--- src/rtl/vram_fetch_arbiter.sv ---
// Arbitrates the text VRAM between a one-word-ahead raster prefetch (never stalled) and a CPU port.
// CPU latency is 3 cycles from grant to ack, plus 1 cycle when it collides with a video fetch.
module vram_fetch_arbiter #(
  parameter int H_TOTAL       = 800,
  parameter int V_TOTAL       = 525,
  parameter int H_ACTIVE      = 640,
  parameter int V_ACTIVE      = 480,
  parameter int WORDS_PER_ROW = 20,
  parameter int ADDR_W        = 10
) (
  input  logic              pixel_clk,
  input  logic              reset,
  input  logic [9:0]        DrawX,
  input  logic [9:0]        DrawY,
  output logic [ADDR_W-1:0] vram_addr,
  output logic              vram_we,
  output logic [31:0]       vram_wdata,
  input  logic [31:0]       vram_rdata,
  input  logic              cpu_req,
  input  logic              cpu_we,
  input  logic [ADDR_W-1:0] cpu_addr,
  input  logic [31:0]       cpu_wdata,
  output logic              cpu_ack,
  output logic [31:0]       cpu_rdata,
  output logic [7:0]        code
);

  localparam int LINE_START_X = H_TOTAL - 16;

  typedef struct packed {
    logic              we;
    logic [ADDR_W-1:0] addr;
    logic [31:0]       wdata;
  } port_t;

  typedef enum logic [1:0] {C_IDLE, C_ISSUE, C_CAPT, C_ACK} cpu_state_t;

  cpu_state_t        state;
  logic              op_we;
  port_t             port;
  logic [1:0]        fetch_vld;
  logic [31:0]       next_word;
  logic [31:0]       cur_word;

  logic [9:0]        next_line;
  logic [4:0]        grp;
  logic              mid_trig;
  logic              line_trig;
  logic              vid_trig;
  logic              cpu_grant;
  logic              swap;
  logic [ADDR_W-1:0] vid_addr;

  // row * 20 built from shifts so no multiplier is inferred
  function automatic logic [ADDR_W-1:0] row_base(input logic [5:0] row);
    logic [ADDR_W-1:0] r;
    r = ADDR_W'(row);
    return (r << 4) + (r << 2);
  endfunction

  always_comb begin
    grp       = DrawX[9:5];
    next_line = (DrawY == 10'(V_TOTAL - 1)) ? 10'd0 : DrawY + 10'd1;
    mid_trig  = (DrawY < 10'(V_ACTIVE)) && (DrawX < 10'(H_ACTIVE - 32)) &&
                (DrawX[4:0] == 5'd0) && (32'(grp) < 32'(WORDS_PER_ROW - 1));
    line_trig = (DrawX == 10'(LINE_START_X)) && (next_line < 10'(V_ACTIVE));
    vid_trig  = mid_trig || line_trig;
    vid_addr  = mid_trig ? row_base(DrawY[9:4]) + ADDR_W'(grp) + ADDR_W'(1)
                         : row_base(next_line[9:4]);
    cpu_grant = (state == C_IDLE) && cpu_req && !vid_trig;
    swap      = ((DrawX[4:0] == 5'd31) && (DrawX < 10'(H_ACTIVE))) ||
                (DrawX == 10'(H_TOTAL - 1));
  end

  assign vram_addr  = port.addr;
  assign vram_we    = port.we;
  assign vram_wdata = port.wdata;
  assign code       = cur_word[{DrawX[4:3], 3'b000} +: 8];

  // VRAM port and video double buffer; fetch_vld tracks a video read through the RAM latency
  always_ff @(posedge pixel_clk) begin
    if (reset) begin
      port      <= '0;
      fetch_vld <= '0;
      next_word <= '0;
      cur_word  <= '0;
    end else begin
      port.we <= 1'b0;
      if (vid_trig) begin
        port.addr <= vid_addr;
      end else if (cpu_grant) begin
        port.addr <= cpu_addr;
        port.we   <= cpu_we;
        if (cpu_we) port.wdata <= cpu_wdata;
      end
      fetch_vld <= {fetch_vld[0], vid_trig};
      if (fetch_vld[1]) next_word <= vram_rdata;
      if (swap) cur_word <= next_word;
    end
  end

  always_ff @(posedge pixel_clk) begin
    if (reset) begin
      state     <= C_IDLE;
      op_we     <= 1'b0;
      cpu_ack   <= 1'b0;
      cpu_rdata <= '0;
    end else begin
      case (state)
        C_IDLE: begin
          cpu_ack <= 1'b0;
          if (cpu_grant) begin
            state <= C_ISSUE;
            op_we <= cpu_we;
          end
        end
        C_ISSUE: state <= C_CAPT;
        C_CAPT: begin
          state   <= C_ACK;
          cpu_ack <= 1'b1;
          if (!op_we) cpu_rdata <= vram_rdata;
        end
        C_ACK: begin
          // request still held here is deliberately not re-granted
          state   <= C_IDLE;
          cpu_ack <= 1'b0;
        end
        default: state <= C_IDLE;
      endcase
    end
  end

endmodule

--- config.mk ---
export PLATFORM = sky130hd
export DESIGN_NAME = vram_fetch_arbiter
export DESIGN_NICKNAME = d
export VERILOG_FILES = /design/src/rtl/vram_fetch_arbiter.sv
export SDC_FILE = /design/constraint.sdc
export NUM_CORES = 1
export LEC_CHECK = 0
export BUFFER_PORTS_ARGS = -buffer_cell sky130_fd_sc_hd__buf_2
export CORE_MARGIN = 3
export CORE_UTILIZATION = 52
export DETAILED_ROUTE_END_ITERATION = 12
export PLACE_DENSITY = 0.8
export SLEW_MARGIN = 20
export SYNTH_ARGS = -nofsm -noshare
export SYNTH_HDL_FRONTEND = slang
export SYNTH_SLANG_ARGS = --single-unit
--- constraint.sdc ---
create_clock -name pixel_clk -period 3.75 [get_ports pixel_clk]
set_input_delay 0.5625 -clock pixel_clk [delete_from_list [all_inputs] [get_ports pixel_clk]]
set_output_delay 0.5625 -clock pixel_clk [all_outputs]
set_load 0.005 [all_outputs]
# Word level (Yosys, flattened, before mapping)
# Cells that the tools add are included.
# Widths: inputs -> output; s select.
dict set report totals {
  regBits 145
  word_cells 59
  input_bits 98
  out_inout_bits 84
}
dict set report classes {
  n_mux 8
  shift 1
  n_addsub 5
  bitwise_logic 3
  n_lt_le_gt_ge 5
  n_reduce_logical 19
  n_eq_ne 8
}
# op count
set op_table {}
lappend op_table {{$mux 42} 1}
lappend op_table {{$mux 32} 1}
lappend op_table {{$shiftx 32x6->8} 1}
lappend op_table {{$eq 10x10->1 const B} 3}
lappend op_table {{$mux 10} 3}
lappend op_table {{$add 10x1->10 const B} 2}
lappend op_table {{$add 10x8->10} 2}
lappend op_table {{$lt 10x10->1 const B} 2}
lappend op_table {{$lt 10x9->1 const B} 2}
lappend op_table {{$add 10x5->10} 1}
lappend op_table {{$pmux 2 s4} 1}
lappend op_table {{$logic_and 1x1->1} 7}
lappend op_table {{$eq 5x5->1 const B} 1}
lappend op_table {{$logic_not 5->1} 1}
lappend op_table {{$lt 5x5->1 const B} 1}
lappend op_table {{$eq 2x2->1 const B} 2}
lappend op_table {{$reduce_and 2->1} 2}
lappend op_table {{$reduce_bool 2->1} 2}
lappend op_table {{$not 1->1} 3}
lappend op_table {{$reduce_and 3->1} 1}
lappend op_table {{$reduce_or 3->1} 1}
lappend op_table {{$eq 2x1->1 const B} 1}
lappend op_table {{$logic_not 2->1} 1}
lappend op_table {{$logic_or 1x1->1} 2}
lappend op_table {{5 further kinds} 5}

# Logic depth before layout (Yosys ltp)
dict set report logic_depth {
  ltp_word 9
  ltp_mapped 11
  mapped_depth_nobuf 10
}

# Worst setup path before layout
# No wires, ideal clock.
dict set report synth_path {
  kind {in2reg}
  from {input port DrawY[6]}
  to {register port (netlist bit vram_addr[9])}
  setup_slack_ns 0.789
  path_buffers 1
  setup_ns 0.117
  cell_stages 10
  t_required_ns 3.633
  t_arrival_ns 2.844
  path_cell_list {buf_6 -> or4_1 -> o41ai_1 -> o211a_2 -> inv_1 -> ha_1 -> o31ai_1 -> a21oi_1 -> mux2_2 -> a22o_1}
}
dict set report synth_between {
  elab_chain_cells 8
  elab_cells_between_ends 19
  classes_between {5 x add/sub; 2 x order compare; 1 x eq/ne; 3 x mux; 8 x reduce/logical}
}
# element line
set synth_lines {}
lappend synth_lines {{start, declared} 14} ;# input logic [9:0] DrawY,
lappend synth_lines {{branches (longest 8 deep; another with $add 10x8->10)} -}
lappend synth_lines {{end, declared} 40} ;# port_t port;
# Several ways; the timed one is not identified.
# A chain may end at the register's enable or synchronous reset.

# Worst setup path in the final report
# Same ends and word-level chain as after synthesis.

==> metrics.cfg <==
[worst_setup_path]
required_ns = 4.06
r2r-start = state[0]
crit_path_max_fanout = 11
endpoint_kind = flip-flop
max_stage_delay_ns = 0.53
crit_chain = buf_2 > or4_1 > o41ai_1 > o211a_2 > inv_1 > ha_1 > o31ai_1 > a21oi_1 > mux2_2 > a22o_1
r2r-end = vram_wdata[18]
r2r_setup_slack_ns = 1.60
critPathKind = primary input to flip-flop
slowest_stage = or4_1
worstPathArrival_ns = 3.09
worstRegToRegCells = 7
crit_path_start_kind = primary input

[placed_design]
placed_area_um2 = 7233
portBuffers = 181
dpl_worst_slack_ns = 0.5613
dpl.hpwl_mm = 10.78
place.gp.congestion = 0.8690

[timing]
finalSetupTns_ns = 0
finalWorstSetupSlack_ns = 0.9676
fin_crit_sh_pct = 74.20
relSlewSlack_pct = 30.60
post-route-min-period_ns = 2.782
drv_slew = 0
tightest_slew_ns = 1.041
rsz0062_at_grt = no
max_freq_mhz = 359.4
hold_ws_ns = 0.3877
finalHoldViolCount = 0
setup_viol = 0
skew_ns = 0.007578

[die]
rows = 39
die_h_um = 116.3
die-area_um2 = 13520
core_um2 = 11660
start_util_pct = 54.23
dieWidth_um = 116.3
pin_count = 182

[power_and_ir_drop]
p_total_uw = 4260
p_sw_uw = 1176
ir_worst_vdd_v = 0.0002538
power_frac_clock_pct = 38.3
p_int_uw = 3084
p_comb_share_pct = 20.4
leakagePower_uw = 0.003308
switching_share_pct = 27.60
pwr-share-seq_pct = 41.3
p_per_area_nw_per_um2 = 544.7

[routing]
dr.pass1.iters = 4
drtIter0Drc = 375
drc = 0
ant_nets = 0
maxUsedRoutingLayer = met4
met2WireLength_mm = 7.518
met1_length_mm = 6.693
vias = 5450
met3_length_um = 714
route.final.wire_length_mm = 15.10
avgRoutedWirePerCell_um = 14.70
avgViaCountPerCell = 5.307

[clock_network]
ctsHoldBuffers = 0
numCtsBuffers = 17
path_clk_slew_ns = 0.06
cts_setup_buffers = 0
clk_latency_ns = 0.41
cts_root_buf = clkbuf_16
htree_levels = 4
cts_resized = 0
cts_tree = done
clock_path_buffers = 2
cts.sinks = 145

[logic_synthesis]
synthArstFlopShare_pct = 0
yosysUniqueCellTypes = 53
synth-seq-cells = 145
synth_largest_area_cell = dfxtp_1
synthCells = 712
yosysMostFrequentCell = nand2_1
yosys_warnings = 0
synth_flop_cell = dfxtp_1
synth_edf_count = 0
synth_fp_nets = 830
syn_area_um2 = 6325
ys_top_cells_by_area = dfxtp_1 (46%), mux2i_1 (11%), nand2_1 (9.0%)
synth_top_area_share_pct = 45.90
ys_seq_area_share_pct = 45.90
synthTopCellsByCount = nand2_1 (151), dfxtp_1 (145), a21oi_1 (81), nor2_1 (81), mux2i_1 (70)
syn_avg_cell_area_um2 = 8.883

[worst_hold_path]
min_from = cpu_wdata[22]
hold_path.class = primary input to flip-flop
hold_path_end = vram_wdata[22]
holdPathStages = 3

[finish]
area_delta_synth_final_pct = 23.66
drive_above_1_share_pct = 26.92
design_area_um2 = 7821
nFillCells = 965
n_antenna_cell = 0
nets = 989

[global_routing]
grt_first_pass_wirelength_mm = 24.46
grt_max_degree = 84
grt_pass1_vias = 5124
antenna_found_initial = 0
grt-ovfl-total = 0
grtUsageTotal_pct = 22.76

[job]
drv_cap = 0

[run_status]
outcome = finished clean

==> worst max-delay path: cells and delay by family <==
kind                     cells  cell delay [ns]
AO/OA/AOI/OAI                5             1.08
AND/OR/NAND/NOR              1             0.53
multiplexers                 1             0.35
adder cells (fa/ha/maj)      1             0.34
buffers and inverters        2             0.24
==> sequential cells by signal, indices dropped and copies added, names as in the netlist <==
| register | flops |
|---|---|
| state | 2 |
| vram_we | 1 |
| cpu_rdata | 32 |
| vram_wdata | 32 |
| cur_word | 32 |
| op_we | 1 |
| fetch_vld | 2 |
| next_word | 32 |
| cpu_ack | 1 |
| vram_addr | 10 |
==> power by group through the flow <==
stage	logic, uW	clock network [uW]	registers, uW
finish	869	1630	1760
global route	984	1740	1780
CTS	882	1650	1760
detailed placement	879	0	1790
global placement	862	0	1790
floorplan	562	0	1800
==> cell usage in the layout, fill, tap and decap left out, types with 6 or more instances in the layout <==
master     count
a211oi_1       6
a21oi_1       80
buf_2        180
buf_4          7
clkbuf_16     17
clkbuf_8       6
dfxtp_1      144
ha_1          18
inv_1         13
mux2i_1       70
mux4_2         8
nand2_1      150
nand3_1        8
nand4_1        8
nor2_1        81
nor3_1         9
xnor2_1        7
==> how the worst max path moves through the flow <==
stage	endpoint	start	slack, ns
3_5_place_dp	vram_addr[9]	DrawY[6]	0.56
4_1_cts	vram_addr[9]	DrawY[6]	0.99
6_report	vram_addr[9]	DrawY[6]	0.97
5_1_grt	vram_addr[9]	DrawY[6]	0.84
3_3_place_gp	vram_addr[9]	DrawY[6]	0.62
2_1_floorplan	vram_addr[9]	DrawY[6]	0.79
==> logic make-up after synthesis <==
kind of cell / share of synthesized area (%)
simple gates: 18.10
flops: 45.90
compound gates: 11.04
mux: 14.64
buf+inv: 4.471
fa+ha+maj: 4.194
xor+xnor: 1.662
==> cell type report <==
cell class	instances	area [um2]	area share, %
Clock buffer	24	511.7	6.543
Clock inverter	8	76.32	0.9758
Inverter	13	48.80	0.6239
Multi-Input combinational cell	507	3148	40.25
Sequential cell	145	2904	37.13
Tap cell	143	178.9	2.288
Timing Repair Buffer	187	953.4	12.19
==> metal layers <==
metal,global-route usage [%],up-vias
met3,4.663,13
met4,7.579,0
met2,38.22,132
met5,0,-
met1,29.34,2550
li1,-,2755
==> through the flow <==
step	instances	utilization, %
finish	1027	67.06
floorplan	712	-
CTS	1027	67.06
global route	1027	67.06
global placement	995	62.00
detailed placement	995	62.02
No activity file was read; power rests on OpenSTA's default activity.
